==> src/rtl/spi_pkg.sv <==
// Shared SPI definitions: receiver FSM state encoding and the default frame geometry
// used by both the transmitter and the receiver.
package spi_pkg;

    typedef enum logic [1:0] {
        IDLE     = 2'd0,
        STREAM   = 2'd1,
        WAIT_LOW = 2'd2
    } spi_state_e;

    localparam int SPI_MEM_BW          = 64;
    localparam int SPI_MEM_DEPTH       = 256;
    localparam int SPI_NUM_VALID_LINES = 34;

endpackage

==> src/rtl/spi_rx.sv <==
// Serial frame receiver: assembles LSB-first lines from data_in and emits one write strobe per line.
// Optional frame XOR checksum is built only when SPI_RX_CHECKSUM_EN is defined.
module spi_rx
    import spi_pkg::*;
#(
    parameter int MEM_BW          = SPI_MEM_BW,
    parameter int MEM_DEPTH       = SPI_MEM_DEPTH,
    parameter int NUM_VALID_LINES = SPI_NUM_VALID_LINES
) (
    input  logic                         wclk,
    input  logic                         wrst,
    input  logic                         rx_en,
    input  logic                         data_in,
    output logic                         wr_en,
    output logic [$clog2(MEM_DEPTH)-1:0] wr_addr,
    output logic [MEM_BW-1:0]            wr_data,
    output logic                         frame_done,
    output logic                         abort,
    output logic [MEM_BW-1:0]            checksum
);

    localparam int AW = $clog2(MEM_DEPTH);
    localparam int BW = $clog2(MEM_BW);
    localparam logic [BW-1:0] LAST_BIT  = BW'(MEM_BW - 1);
    localparam logic [AW-1:0] LAST_LINE = AW'(NUM_VALID_LINES - 1);

    spi_state_e      state_q, state_d;
    logic [BW-1:0]   bit_cnt_q;
    logic [AW-1:0]   line_idx_q;
    logic [MEM_BW-1:0] line_q, line_d;
    logic            wr_en_q, frame_done_q, abort_q;
    logic [AW-1:0]   wr_addr_q;
    logic [MEM_BW-1:0] wr_data_q;

    logic sample_en, line_done, frame_end, abort_evt;

    always_ff @(posedge wclk) begin
        if (wrst) begin
            state_q <= IDLE;
        end else begin
            state_q <= state_d;
        end
    end

    always_comb begin
        state_d = state_q;
        case (state_q)
            IDLE:     if (rx_en) state_d = STREAM;
            STREAM: begin
                if (!rx_en)         state_d = IDLE;
                else if (frame_end) state_d = WAIT_LOW;
            end
            WAIT_LOW: if (!rx_en) state_d = IDLE;
            default:  state_d = IDLE;
        endcase
    end

    // Counters are always zero in IDLE, so the IDLE sample lands on bit 0 of line 0.
    always_comb begin
        sample_en = 1'b0;
        line_done = 1'b0;
        frame_end = 1'b0;
        abort_evt = 1'b0;
        case (state_q)
            IDLE: sample_en = rx_en;
            STREAM: begin
                if (rx_en) begin
                    sample_en = 1'b1;
                    line_done = (bit_cnt_q == LAST_BIT);
                    frame_end = (bit_cnt_q == LAST_BIT) && (line_idx_q == LAST_LINE);
                end else begin
                    abort_evt = 1'b1;
                end
            end
            default: ;
        endcase
    end

    generate
        for (genvar gi = 0; gi < MEM_BW; gi++) begin : g_line_bit
            assign line_d[gi] = (sample_en && (bit_cnt_q == BW'(gi))) ? data_in : line_q[gi];
        end
    endgenerate

    always_ff @(posedge wclk) begin
        if (wrst) begin
            bit_cnt_q    <= '0;
            line_idx_q   <= '0;
            line_q       <= '0;
            wr_en_q      <= 1'b0;
            frame_done_q <= 1'b0;
            abort_q      <= 1'b0;
            wr_addr_q    <= '0;
            wr_data_q    <= '0;
        end else begin
            wr_en_q      <= line_done;
            frame_done_q <= frame_end;
            abort_q      <= abort_evt;
            line_q       <= abort_evt ? '0 : line_d;
            if (line_done) begin
                wr_addr_q <= line_idx_q;
                wr_data_q <= line_d;
            end
            if (abort_evt) begin
                bit_cnt_q  <= '0;
                line_idx_q <= '0;
            end else if (sample_en) begin
                if (line_done) begin
                    bit_cnt_q  <= '0;
                    line_idx_q <= frame_end ? '0 : line_idx_q + AW'(1);
                end else begin
                    bit_cnt_q <= bit_cnt_q + BW'(1);
                end
            end
        end
    end

`ifdef SPI_RX_CHECKSUM_EN
    logic [MEM_BW-1:0] acc_q, csum_q;

    // The final line is folded in directly so checksum updates together with frame_done.
    always_ff @(posedge wclk) begin
        if (wrst) begin
            acc_q  <= '0;
            csum_q <= '0;
        end else if (abort_evt) begin
            acc_q <= '0;
        end else if (frame_end) begin
            csum_q <= acc_q ^ line_d;
            acc_q  <= '0;
        end else if (line_done) begin
            acc_q <= acc_q ^ line_d;
        end
    end

    assign checksum = csum_q;
`else
    assign checksum = '0;
`endif

    assign wr_en      = wr_en_q;
    assign wr_addr    = wr_addr_q;
    assign wr_data    = wr_data_q;
    assign frame_done = frame_done_q;
    assign abort      = abort_q;

endmodule

==> config.mk <==
export PLATFORM = sky130hd
export DESIGN_NAME = spi_rx
export DESIGN_NICKNAME = d
export VERILOG_FILES = /design/src/rtl/spi_pkg.sv /design/src/rtl/spi_rx.sv
export SDC_FILE = /design/constraint.sdc
export NUM_CORES = 1
export LEC_CHECK = 0
export BUFFER_PORTS_ARGS = -buffer_cell sky130_fd_sc_hd__buf_2
export CAP_MARGIN = 20
export CELL_PAD_IN_SITES_DETAIL_PLACEMENT = 0
export CELL_PAD_IN_SITES_GLOBAL_PLACEMENT = 1
export CORE_MARGIN = 4
export CORE_UTILIZATION = 25
export DETAILED_ROUTE_END_ITERATION = 8
export PLACE_DENSITY = 0.59
export SYNTH_ARGS = -nofsm -noshare
export SYNTH_HDL_FRONTEND = slang
export SYNTH_SLANG_ARGS = --single-unit
==> constraint.sdc <==
create_clock -name wclk -period 2.1 [get_ports wclk]
set_input_delay 0.105 -clock wclk [delete_from_list [all_inputs] [get_ports wclk]]
set_output_delay 0.105 -clock wclk [all_outputs]
set_load 0.01 [all_outputs]
## Word-level counts from Yosys, hierarchy flattened

Index checks and enable logic that the tools add are counted.

| storage, ports and cells | value |
|---|---|
| register bits | 155 |
| input port bits | 4 |
| output and inout bits | 139 |
| word-level logic and storage cells | 229 |

| operators by class | value |
|---|---|
| $add $sub $neg | 2 |
| equality and inequality tests | 69 |
| muxes and demuxes | 79 |
| reduce and logical (&&, ||, !) cells | 70 |

Operator list:

| kind | count |
|---|---|
| 6-bit equality test, second input constant | 32 |
| 6-bit by 5-bit equality test with 1-bit output, second input constant | 16 |
| 1-bit two-way mux | 71 |
| 1-bit logical AND | 65 |
| 6-bit by 4-bit equality test with 1-bit output, second input constant | 8 |
| 6-bit by 3-bit equality test with 1-bit output, second input constant | 4 |
| 6-bit by 2-bit equality test with 1-bit output, second input constant | 2 |
| 8-bit by 1-bit adder with 8-bit output, second input constant | 1 |
| 8-bit by 6-bit equality test with 1-bit output, second input constant | 1 |
| 2-bit two-way mux | 4 |
| 8-bit two-way mux | 1 |
| 6-bit by 1-bit adder with 6-bit output, second input constant | 1 |
| 6-bit by 1-bit equality test with 1-bit output, second input constant | 1 |
| 6-bit logical NOT | 1 |
| 6-bit two-way mux | 1 |
| 2-bit case mux with 3 select lines | 1 |
| 2-bit inequality test, second input constant | 2 |
| 3-bit inequality test, second input constant | 1 |
| 3-bit AND reduction | 1 |
| 2-bit by 1-bit equality test with 1-bit output, second input constant | 1 |
| 2-bit equality test, second input constant | 1 |
| 2-bit logical NOT | 1 |
| 1-bit case mux with 2 select lines | 1 |
| 2-bit AND reduction | 1 |
| 2-bit OR reduction | 1 |

## Depth between registers and ports, before layout

| logic depth | value |
|---|---|
| word-level depth | 7 |
| depth in mapped cells | 7 |
| mapped depth without buffers | 6 |

## Least setup slack after synthesis

No wires, ideal clock.

| path | value |
|---|---|
| path type | flip-flop to flip-flop |
| start | register bit_cnt_q[0] |
| end | register wr_data_q[19], in the netlist wr_data[19] |
| setup time | 0.086 ns |
| arrival | 1.631 ns |
| data required time | 2.014 ns |
| path slack | 0.384 ns |
| stages on the path, launching flop included | 7 |
| buffers on the path | 1 |
| period minus slack after synthesis | 1.716 ns |
| cells stage by stage | dfxtp_1 ha_1 clkbuf_1 nor3b_1 nand2_1 mux2i_1 a211oi_1 |

| between the ends | value |
|---|---|
| longest elaborated chain between the ends | 3 |
| elaborated cells on any way between the ends | 6 |
| classes of those cells | eq/ne (2); mux (3); reduce/logical (1) |

Ends and longest elaborated chain:

| item | line | source |
|---|---|---|
| start, declared | spi_rx.sv:28 | `logic [BW-1:0] bit_cnt_q;` |
| start signal, assigned | spi_rx.sv:112 | `bit_cnt_q <= bit_cnt_q + BW'(1);` |
| 6-bit equality test or 6-bit by 5-bit equality test with 1-bit output (tied branches) | spi_rx.sv:69, spi_rx.sv:81 |  |
| 1-bit two-way mux or 1-bit logical AND (tied branches) | spi_rx.sv:67, spi_rx.sv:81 |  |
| 1-bit two-way mux (on tied branches) | spi_rx.sv:64, spi_rx.sv:81 |  |
| end signal, assigned | spi_rx.sv:102 | `wr_data_q <= line_d;` |
| end, declared | spi_rx.sv:33 | `logic [MEM_BW-1:0] wr_data_q;` |

Several ways; a longest one is shown, not always the timed one.
A chain may end at the register's enable or synchronous reset.

## Final worst setup path

| path | value |
|---|---|
| start | register bit_cnt_q[0] |
| end | register line_q[14] |

| between the ends | value |
|---|---|
| longest elaborated chain between the ends | 3 |

Ends and longest elaborated chain:

| item | line | source |
|---|---|---|
| 6-bit by 4-bit equality test with 1-bit output | spi_rx.sv:81 | `assign line_d[gi] = (sample_en && (bit_cnt_q == BW'(gi))) ? data_in : line_q[gi];` |
| 1-bit logical AND | spi_rx.sv:81 |  |
| 1-bit two-way mux | spi_rx.sv:81 |  |
| end signal, assigned | spi_rx.sv:99 | `line_q <= abort_evt ? '0 : line_d;` |
| end, declared | spi_rx.sv:30 | `logic [MEM_BW-1:0] line_q, line_d;` |

No other way between the ends.

==> qor.yml <==
power.share.clock_pct: 49.8
globalplace.congestion: 0.772
min_period_over_period_pct: 90.4
synthAdderAreaFrac_pct: 1.15
synth-simple-area-share_pct: 19.9
cts_buffers: 17
cp-end-kind: "flop"
clk_latency_ns: 0.42
max_slew_margin_pct: 54.5
clk_path_buf_depth: 2
ys.flop_type: "dfxtp_1"
yosysSeqAreaShare_pct: 47.2
setup_tns_ns: 0
die_y_um: 170
cellPowerDensity_nw_per_um2: 815
grt-ovfl-total: 0
dp_hpwl_um: 12500
wl_per_cell_um: 15.6
synth_edf_count: 0
drive_gt1_share_pct: 21.1
slew_viol_final: 0
synth_cell_type_count: 47
nets: 828
io_buffers: 78
hold_end: "state_q[1]"
htree_levels: 4
finish.utilization_pct: 30.7
worst_pin_slew_ns: 0.682
min-delay-start: "rx_en"
row_count: 58
synth_warnings: 0
syn-cell-area_sq_um: 6530
synthArstFlopShare_pct: 0
p_sw_uw: 1440
die-area_sq_um: 28800
finalHoldViolCount: 0
yosys.area.top_type: "dfxtp_1"
tritoncts: "done"
core_sq_um: 25400
antenna_found_initial: 1
crit_path_max_fanout: 5
synth_compound_area_share_pct: 14.2
syn_to_final_growth_pct: 19.6
syn_inst: 738
drc: 0
io_pins: 143
antenna_cells: 0
pwr-share-comb_pct: 4.0
avgSynthCellArea_sq_um: 8.84
grt_pass1_wl_um: 28400
synth.area.mux_share_pct: 4.75
whs_path_depth: 2
vdd_drop_max_v: 0.000559
grt_pass1_vias: 4910
dr.pass1.iters: 4
synth_top_area_share_pct: 47.2
r2r_end: "line_q[14]"
synth_top_family_by_area: "simple AND/OR/NAND/NOR gates"
yosysMostFrequentCell: "dfxtp_1"
r2r-start: "bit_cnt_q[0]"
rrSetupSlack_ns: 0.20
reg2reg_depth: 6
ant_nets: 0
grt_max_degree: 66
maxCapViolCount: 0
routed_via_density: 4.43
num_vias: 5138
max_freq_ghz: 0.527
clock-sinks: 154
max_stage_delay_ns: 0.36
totalWireLength_um: 18100
crit_chain: "inv_1 > ha_1 > nand3_1 > buf_4 > or3_1 > a21oi_1"
criticalPathCategory: "reg2reg"
hold_path_class: "in2reg"
initial_core_util_pct: 25.7
synth_xor_area_share_pct: 0.805
synth_commonest_cells: "dfxtp_1, nor2_1, buf_4, nand2_1, a21oi_1"
slowest_stage: "nand3_1"
timing.final.crit_period_ns: 1.90
die_x_um: 170
status: "completed"
root_buffer: "clkbuf_16"
required_ns: 2.45
crit_arrival_ns: 2.25
seq_power_share_pct: 46.2
final-setup-viol-count: 0
start_kind: "flop"
p_sw_share_pct: 22.6
p_int_uw: 4920
clkTransAtPathRegs_ns: 0.06
grtUsageTotal_pct: 12.6
cp_num_buf_inv: 2
synth_area_leaders: "dfxtp_1, buf_4, nor2_1, mux2i_1, a21oi_1"
cp_top_family: "simple AND/OR/NAND/NOR gates"
drt_iter0_drc: 339
ys_ff_latch: 154
clock_skew_ns: 0.0109
leakage_uw: 0.00297
rsz0062_at_grt: "no"
-- layer usage --
| metal | vias up | track usage, % | part of all wire [%] |
|---|---|---|---|
| met5 | - | 0 | 0.072 |
| met4 | 2 | 3.50 | 1.6 |
| met3 | 22 | 3.45 | 5.8 |
| met2 | 134 | 18.9 | 45 |
| met1 | 2416 | 17.7 | 48 |
| li1 | 2564 | - | - |
-- stage by stage --
| stage | cell area (sq um) | setup slack (ns) | hold slack, ns | power [uW] | instances |
|---|---|---|---|---|---|
| floorplan | 6760 | 0.384 | 0.395 | 3260 | 801 |
| global placement | 7170 | -0.0147 | 0.441 | 3260 | 1127 |
| detailed placement | 7170 | -0.0475 | 0.444 | 3250 | 1127 |
| CTS | 7780 | 0.0990 | 0.0572 | 6430 | 1159 |
| global route | 7810 | 0.0150 | 0.0740 | 6580 | 1161 |
| finish | 7810 | 0.202 | 0.0838 | 6360 | 1161 |
-- worst max path at each step --
stage                  from            end  slack, ns  cells past startpoint
3_5_place_dp   bit_cnt_q[0]    wr_data[48]      -0.05                      7
4_1_cts        bit_cnt_q[2]     line_q[12]        0.1                      4
5_1_grt        bit_cnt_q[4]  line_idx_q[6]       0.02                      4
6_report       bit_cnt_q[0]     line_q[14]       0.20                      6
3_3_place_gp   bit_cnt_q[0]    wr_data[48]      -0.01                      7
2_1_floorplan  bit_cnt_q[0]    wr_data[19]       0.38                      6
-- power by group through the flow --
| stage | clock (uW) | combinational, uW | sequential, uW |
|---|---|---|---|
| global route | 3360 | 282 | 2940 |
| floorplan | 0 | 264 | 3000 |
| global placement | 0 | 256 | 3000 |
| detailed placement | 0 | 252 | 3000 |
| finish | 3170 | 255 | 2940 |
| CTS | 3240 | 253 | 2940 |
-- state kept, by name, summed over array words and instances, names as in the netlist --
signal      cells
wr_en           1
wr_addr         8
frame_done      1
state_q         2
bit_cnt_q       6
wr_data        64
line_q         63
line_idx_q      8
abort           1
-- repair_timing --
item	in CTS	in global routing
pin swaps	0	0
hold buffers	0	0
gates cloned	0	0
buffers inserted	0	2
setup endpoints to repair	5	16
gates resized for setup	2	4
hold endpoints to repair	0	0
-- cell usage in the layout (no fill, tap or decap), drive strengths merged, types with 31 or more instances in the layout --
cell type	synthesis	routed
mux2i	31	31
a211oi	32	32
nor2	99	99
buf	93	120
dfxtp	154	154
o21ai	37	37
a21oi	48	48
o22ai	33	33
nand2	51	51
nand2b	32	32
conb	1	64
-- area by class of cell --
| class | count | area (sq um) |
|---|---|---|
| Sequential cell | 154 | 3090 |
| Fill cell | 2743 | 17600 |
| Tap cell | 330 | 413 |
| Multi-Input combinational cell | 517 | 2930 |
| Clock inverter | 11 | 144 |
| Clock buffer | 21 | 460 |
| Timing Repair Buffer | 120 | 743 |
| Inverter | 8 | 30.0 |
-- kinds of logic (layout without fill, tap and decap cells) --
family | count (synthesis) | count (layout)
AND/OR/NAND/NOR | 258 | 258
flip-flops | 154 | 154
AO/OA/AOI/OAI | 152 | 152
buffers and inverters | 130 | 160
multiplexers | 31 | 31
adder cells (fa/ha/maj) | 6 | 6
XOR/XNOR | 6 | 6
other | 1 | 64
Note: power is estimated with default switching activity, not from simulation.
